==> config.mk <==
export PLATFORM = sky130hd
export DESIGN_NAME = disc_renderer_flat
export DESIGN_NICKNAME = d
export VERILOG_FILES = /design/src/rtl/vga_disc_pkg.sv /design/src/rtl/disc_renderer_if.sv /design/src/rtl/disc_motion.sv /design/src/rtl/disc_renderer.sv /design/src/flat_wrapper.sv
export SDC_FILE = /design/constraint.sdc
export NUM_CORES = 1
export LEC_CHECK = 0
export BUFFER_PORTS_ARGS = -buffer_cell sky130_fd_sc_hd__buf_2
export CORE_ASPECT_RATIO = 1.25
export CORE_MARGIN = 4
export CORE_UTILIZATION = 30
export DETAILED_ROUTE_END_ITERATION = 12
export GPL_TIMING_DRIVEN = 0
export PLACE_DENSITY_LB_ADDON = 0.12
export SLEW_MARGIN = 20
export SYNTH_ARGS = -nofsm -noshare
export SYNTH_HDL_FRONTEND = slang
export SYNTH_SLANG_ARGS = --single-unit
==> constraint.sdc <==
create_clock -name clk -period 15.1 [get_ports clk]
set_input_delay 0 -clock clk [delete_from_list [all_inputs] [get_ports clk]]
set_output_delay 0 -clock clk [all_outputs]
set_load 0.01 [all_outputs]
==> src/rtl/vga_disc_pkg.sv <==
// rtl/vga_disc_pkg.sv - shared constants, state encoding and motion helper for the disc renderer
// Ports: none (package).
package vga_disc_pkg;

   localparam int H_ACTIVE   = 640;
   localparam int V_ACTIVE   = 480;
   localparam int H_MAX      = 639;
   localparam int V_MAX      = 479;
   localparam int PIPE_DEPTH = 3;
   localparam int COLOR_W    = 12;
   localparam int CX0        = 320;
   localparam int CY0        = 240;

   typedef enum logic [1:0] {
      WAIT,
      UPDATE,
      HOLD
   } motion_state_t;

   // One axis of the bouncing position: coordinate plus direction (1 = increasing).
   typedef struct packed {
      logic [9:0] pos;
      logic       dir;
   } axis_t;

   // Next position for one axis. The edge test looks one step ahead so the
   // disc never crosses the visible border; on a bounce it steps back instead.
   function automatic axis_t axis_step(input logic [9:0] pos,
                                       input logic       dir,
                                       input int         max_pos,
                                       input int         step,
                                       input int         radius);
      int    p;
      axis_t r;
      p     = int'(pos);
      r.pos = pos;
      r.dir = dir;
      if (dir) begin
         if (p + step + radius > max_pos) begin
            r.dir = 1'b0;
            r.pos = 10'(p - step);
         end else begin
            r.pos = 10'(p + step);
         end
      end else begin
         if (p < step + radius) begin
            r.dir = 1'b1;
            r.pos = 10'(p + step);
         end else begin
            r.pos = 10'(p - step);
         end
      end
      return r;
   endfunction

endpackage

==> src/rtl/disc_renderer_if.sv <==
// rtl/disc_renderer_if.sv - video timing in / colour and sync out bundle
// Ports: pix_en, hcount, vcount, blank, hsync_in, vsync_in from the sync generator;
//        rgb, hsync_out, vsync_out towards the DAC/pins.
interface disc_renderer_if;
   import vga_disc_pkg::*;

   logic               pix_en;
   logic [9:0]         hcount;
   logic [9:0]         vcount;
   logic               blank;
   logic               hsync_in;
   logic               vsync_in;
   logic [COLOR_W-1:0] rgb;
   logic               hsync_out;
   logic               vsync_out;

   modport master (
      output pix_en, hcount, vcount, blank, hsync_in, vsync_in,
      input  rgb, hsync_out, vsync_out
   );

   modport slave (
      input  pix_en, hcount, vcount, blank, hsync_in, vsync_in,
      output rgb, hsync_out, vsync_out
   );

endinterface

==> src/rtl/disc_motion.sv <==
// rtl/disc_motion.sv - once-per-frame bouncing position of the disc centre
// Ports: clk, reset (async, active-high); pix_en, hcount, vcount frame timing;
//        move_en enables motion; cx, cy registered disc centre.
module disc_motion
   import vga_disc_pkg::*;
#(
   parameter int RADIUS = 40,
   parameter int STEP   = 2
) (
   input  logic       clk,
   input  logic       reset,
   input  logic       pix_en,
   input  logic [9:0] hcount,
   input  logic [9:0] vcount,
   input  logic       move_en,
   output logic [9:0] cx,
   output logic [9:0] cy
);

   motion_state_t state;
   logic          dir_x;
   logic          dir_y;
   logic          tick;
   axis_t         nx;
   axis_t         ny;

   // First pixel of the first line below the visible area.
   assign tick = pix_en && (vcount == 10'(V_ACTIVE)) && (hcount == 10'd0);

   assign nx = axis_step(cx, dir_x, H_MAX, STEP, RADIUS);
   assign ny = axis_step(cy, dir_y, V_MAX, STEP, RADIUS);

   always_ff @(posedge clk or posedge reset) begin
      if (reset) begin
         state <= WAIT;
         cx    <= 10'(CX0);
         cy    <= 10'(CY0);
         dir_x <= 1'b1;
         dir_y <= 1'b1;
      end else begin
         case (state)
            WAIT: begin
               if (tick) state <= move_en ? UPDATE : HOLD;
            end
            UPDATE: begin
               cx    <= nx.pos;
               dir_x <= nx.dir;
               cy    <= ny.pos;
               dir_y <= ny.dir;
               state <= HOLD;
            end
            HOLD: begin
               // Re-arm only once the next frame has started, so repeated
               // ticks during vertical blank cannot move the disc twice.
               if (vcount == 10'd0) state <= WAIT;
            end
            default: state <= WAIT;
         endcase
      end
   end

endmodule

==> src/rtl/disc_renderer.sv <==
// rtl/disc_renderer.sv - 3-stage pix_en-gated disc colouring pipeline with matched sync delay
// Ports: clk, reset (async, active-high); vga (slave) timing in / rgb and syncs out;
//        move_en enables disc motion; fg_color, bg_color live colour inputs.
module disc_renderer
   import vga_disc_pkg::*;
#(
   parameter int RADIUS = 40,
   parameter int STEP   = 2
) (
   input  logic               clk,
   input  logic               reset,
   disc_renderer_if.slave     vga,
   input  logic               move_en,
   input  logic [COLOR_W-1:0] fg_color,
   input  logic [COLOR_W-1:0] bg_color
);

   localparam logic [20:0] R_SQ = 21'(RADIUS * RADIUS);

   logic [9:0]          cx;
   logic [9:0]          cy;

   logic signed [10:0]  dx;
   logic signed [10:0]  dy;
   logic [9:0]          abs_dx;
   logic [9:0]          abs_dy;
   logic [19:0]         sq_x;
   logic [19:0]         sq_y;
   logic [20:0]         sum;
   logic [COLOR_W-1:0]  rgb_q;

   // blank only needs two registers here: the third stage is rgb_q itself.
   logic [1:0]            blank_q;
   logic [PIPE_DEPTH-1:0] hs_q;
   logic [PIPE_DEPTH-1:0] vs_q;

   disc_motion #(
      .RADIUS (RADIUS),
      .STEP   (STEP)
   ) u_motion (
      .clk     (clk),
      .reset   (reset),
      .pix_en  (vga.pix_en),
      .hcount  (vga.hcount),
      .vcount  (vga.vcount),
      .move_en (move_en),
      .cx      (cx),
      .cy      (cy)
   );

   // Squaring the magnitude keeps the multiplier unsigned; |dx| <= 639 fits 10 bits.
   assign abs_dx = dx[10] ? 10'(-dx) : dx[9:0];
   assign abs_dy = dy[10] ? 10'(-dy) : dy[9:0];
   assign sum    = {1'b0, sq_x} + {1'b0, sq_y};

   always_ff @(posedge clk or posedge reset) begin
      if (reset) begin
         dx      <= '0;
         dy      <= '0;
         sq_x    <= '0;
         sq_y    <= '0;
         rgb_q   <= '0;
         blank_q <= '1;
         hs_q    <= '1;
         vs_q    <= '1;
      end else if (vga.pix_en) begin
         dx      <= $signed({1'b0, vga.hcount}) - $signed({1'b0, cx});
         dy      <= $signed({1'b0, vga.vcount}) - $signed({1'b0, cy});
         sq_x    <= 20'(abs_dx) * 20'(abs_dx);
         sq_y    <= 20'(abs_dy) * 20'(abs_dy);
         if (blank_q[1])
            rgb_q <= '0;
         else if (sum <= R_SQ)
            rgb_q <= fg_color;
         else
            rgb_q <= bg_color;
         blank_q <= {blank_q[0], vga.blank};
         hs_q    <= {hs_q[PIPE_DEPTH-2:0], vga.hsync_in};
         vs_q    <= {vs_q[PIPE_DEPTH-2:0], vga.vsync_in};
      end
   end

   assign vga.rgb       = rgb_q;
   assign vga.hsync_out = hs_q[PIPE_DEPTH-1];
   assign vga.vsync_out = vs_q[PIPE_DEPTH-1];

endmodule

==> src/flat_wrapper.sv <==
// flat-port wrapper written by rule: the top's interface ports become plain ports
module disc_renderer_flat import vga_disc_pkg::*;
#(
   parameter int RADIUS = 40,
   parameter int STEP   = 2
)
  (clk, reset, move_en, fg_color, bg_color, vga_pix_en, vga_hcount, vga_vcount, vga_blank, vga_hsync_in, vga_vsync_in, vga_rgb, vga_hsync_out, vga_vsync_out);
  disc_renderer_if vga_i ();
  input  logic clk;
  input  logic reset;
  input  logic move_en;
  input  logic [COLOR_W-1:0] fg_color;
  input  logic [COLOR_W-1:0] bg_color;
  input wire logic [$bits(vga_i.pix_en)-1:0] vga_pix_en;
  input wire logic [$bits(vga_i.hcount)-1:0] vga_hcount;
  input wire logic [$bits(vga_i.vcount)-1:0] vga_vcount;
  input wire logic [$bits(vga_i.blank)-1:0] vga_blank;
  input wire logic [$bits(vga_i.hsync_in)-1:0] vga_hsync_in;
  input wire logic [$bits(vga_i.vsync_in)-1:0] vga_vsync_in;
  output wire logic [$bits(vga_i.rgb)-1:0] vga_rgb;
  output wire logic [$bits(vga_i.hsync_out)-1:0] vga_hsync_out;
  output wire logic [$bits(vga_i.vsync_out)-1:0] vga_vsync_out;
  assign vga_i.pix_en = vga_pix_en;
  assign vga_i.hcount = vga_hcount;
  assign vga_i.vcount = vga_vcount;
  assign vga_i.blank = vga_blank;
  assign vga_i.hsync_in = vga_hsync_in;
  assign vga_i.vsync_in = vga_vsync_in;
  assign vga_rgb = vga_i.rgb;
  assign vga_hsync_out = vga_i.hsync_out;
  assign vga_vsync_out = vga_i.vsync_out;
  disc_renderer #(.RADIUS(RADIUS), .STEP(STEP)) u_core (.clk(clk), .reset(reset), .vga(vga_i), .move_en(move_en), .fg_color(fg_color), .bg_color(bg_color));
endmodule
==> reports/summary.txt <==
Outcome: finished clean
Vias: 9329
CP endpoint kind: flop
Routed len/inst: 16.0 µm
Fmax: 0.133 GHz
Seq cells post-synth: 102
Root Driver: clkbuf_16
RSZ-0062 raised after global routing: no
Largest net degree at the start of global routing: 53
Core area: 38500 µm²
# setup viols final: 0
Initial DRC count: 496
Startpoint Class: flop
Layout Nets: 1704
Register area share after synthesis: 21.8%
DP HPWL: 25200 µm
TritonCTS Buffers: 9
Final hold vios: 0
Synth async-reset ratio: 100%
Vias per inst: 4.87
Cell mode on critical path: inv_1
Reg2reg start: u_core.dx[0]$_DFFE_PP0P_
Final Cycle Share: 50.0%
Worst Path Arrival: 7.78 ns
CTS Buffer Depth: 2
Fill cells: 3998
Clock sinks: 102
Ys flop type: dfrtp_1
Crit-path max FO: 9
H-tree Lvls: 3
Placer congestion estimate: 0.832
HP Start: vga_vcount[1]
Hold Path Stages: 5
Residual DRC count: 0
Layout area overhead: 13.3%
Reg2reg end: u_core.sq_x[15]$_DFFE_PP0P_
Synthesized area per cell: 8.99 µm²
Crit path required time: 15.34 ns
Routed WL: 30600 µm
Die extent in x: 185 µm
Slew @ Worst Pin: 0.975 ns
Post-Synthesis Cells: 1312
CTS tree: done
Slowest CP cell: a311oi_1
Most frequent cells in the layout: inv_1 (199), ha_1 (142), nand2_1 (119), nor2_1 (112), fa_1 (93)
Worst-case reg-to-reg path depth: 28
I/O pins: 65
Hold Path Sink: u_core.u_motion.state[1]$_DFFE_PP0P_
Critical path type: flop to flop
Antenna Violating Nets Remaining: 0
Yosys cell types: 77
Syn_nets: 1598
Post-synth EDFFs: 0
Tightest Hold Check Type: primary input to flop
Rel. slew slack: 34.8%
Die span in y: 230 µm
Final min period: 7.54 ns
Clock-pin slew on the worst setup and hold paths: 0.07 ns
GRT overflow: 0
TritonRoute pass-1 iters: 5
Fraction of layout cells with a size suffix above 1: 11.9%
Number of global-route vias before repair: 9797
First-pass GRT wire length: 51000 µm
Clock Latency Late Sink: 0.36 ns
Clock Skews: 0.0119 ns
Flop2flop setup slack: 7.56 ns
Number of port buffers: 63
Commonest non-fill, non-tap cell in the layout: inv_1
Synth warn: 0
Largest stage delay on the critical path: 0.56 ns
Synthesized cell area: 11800 µm²
Max-Cap Viols: 0
Initial Util: 30.6%
Die Area: 42600 µm²
GR Util All Layers: 14.8%
Setup TNS: 0 ns
Slew Limit Fails: 0
Post-CTS sizing: 0
Row Count: 80
Initial antenna violation count: 1
N_diodes: 0
[layout make-up]
class                   instances  area [µm²]  share of cell area (%)
plain buffers                  30         126                   0.946
repair buffers                 95         653                    4.89
clock inverters                 3        46.3                   0.346
multi-input cells             974        8320                    62.3
well taps                     492         616                    4.61
inverters                     206         778                    5.82
flip-flops and latches        102        2570                    19.3
clock buffers                  13         250                    1.87
[registers in the layout, indices dropped and copies added (netlist names)]
register / flops
u_core.blank_q: 2
u_core.dx: 11
u_core.dy: 11
u_core.hs_q: 3
u_core.sq_x: 19
u_core.sq_y: 19
u_core.u_motion.cx: 9
u_core.u_motion.cy: 9
u_core.u_motion.dir_x: 1
u_core.u_motion.dir_y: 1
u_core.u_motion.state: 2
u_core.vga.rgb: 12
u_core.vs_q: 3
[worst max-delay path by stage]
stage / startpoint / end / slack (ns)
2_1_floorplan: u_core.dy[0]$_DFFE_PP0P_ / u_core.sq_y[19]$_DFFE_PP0P_ / 8.61
3_3_place_gp: u_core.dy[0]$_DFFE_PP0P_ / u_core.sq_y[19]$_DFFE_PP0P_ / 7.48
3_5_place_dp: u_core.dx[0]$_DFFE_PP0P_ / u_core.sq_x[15]$_DFFE_PP0P_ / 7.58
5_1_grt: u_core.dy[0]$_DFFE_PP0P_ / u_core.sq_y[19]$_DFFE_PP0P_ / 7.08
6_report: u_core.dx[0]$_DFFE_PP0P_ / u_core.sq_x[15]$_DFFE_PP0P_ / 7.56
4_1_cts: u_core.dx[0]$_DFFE_PP0P_ / u_core.sq_x[15]$_DFFE_PP0P_ / 7.54
[cells by family after synthesis]
group / synth area share (%)
simple gates: 13.5
buf+inv: 7.63
fa+ha+maj: 30.9
compound gates: 13.1
flops: 21.8
xor+xnor: 6.97
mux: 5.97
[stage by stage]
stage          utilization, %  cells  setup slack [ns]  hold slack [ns]  area [µm²]
6_report                 34.7   1915              7.56           0.0463       13400
5_1_grt                  34.7   1915              7.08           0.0534       13400
4_1_cts                  34.7   1915              7.54           0.0321       13400
3_5_place_dp             33.1   1868              7.58           0.0814       12800
3_3_place_gp             33.0   1867              7.48            0.227       12700
2_1_floorplan               -   1312              8.61            0.121       11800
[synth_stat cells (all sizes together), types with 8 or more instances]
cell	instances	share of area (%)
inv	203	6.5
ha	142	15
nand2	120	3.8
nor2	112	3.6
fa	93	16
dfrtp	86	18
xnor2	72	5.4
o21ai	58	2.5
a21oi	52	2.3
mux2	48	4.6
o31ai	27	1.7
clkbuf	25	0.80
nor3	22	0.93
xor2	21	1.6
nand3	20	0.85
a21o	19	1.2
dfstp	16	3.6
mux2i	16	1.4
and3	10	0.53
nand2b	10	0.53
or3	10	0.53
or4	9	0.60
a211oi	8	0.59
[repair_timing]
item / in CTS / in global routing
hold buffers: 31 / 0
hold endpoints to repair: 57 / 0
setup buffers: 0 / 0
[critical path, delay by kind of cell (launching register included)]
family	cells	cell delay, ns
adders and majority gates	7	2.91
and+or+nand+nor	6	0.73
muxes	1	0.27
DFF	1	0.33
buffers and inverters	7	1.44
xor gates and xnor gates	2	0.62
AOI/OAI and AO/OA	5	1.11
[layer usage]
| layer | vias up | track usage (%) | wire length [µm] |
|---|---|---|---|
| li1 | 4607 | - | - |
| met1 | 4602 | 19.1 | 13700 |
| met2 | 96 | 26.5 | 15800 |
| met3 | 22 | 1.88 | 674 |
| met4 | 2 | 3.17 | 444 |
| met5 | - | 0 | 7 |
Power is left out: the tool's default activity adds up to more than one toggle a clock period on the data nets, which glitch-free logic cannot reach.
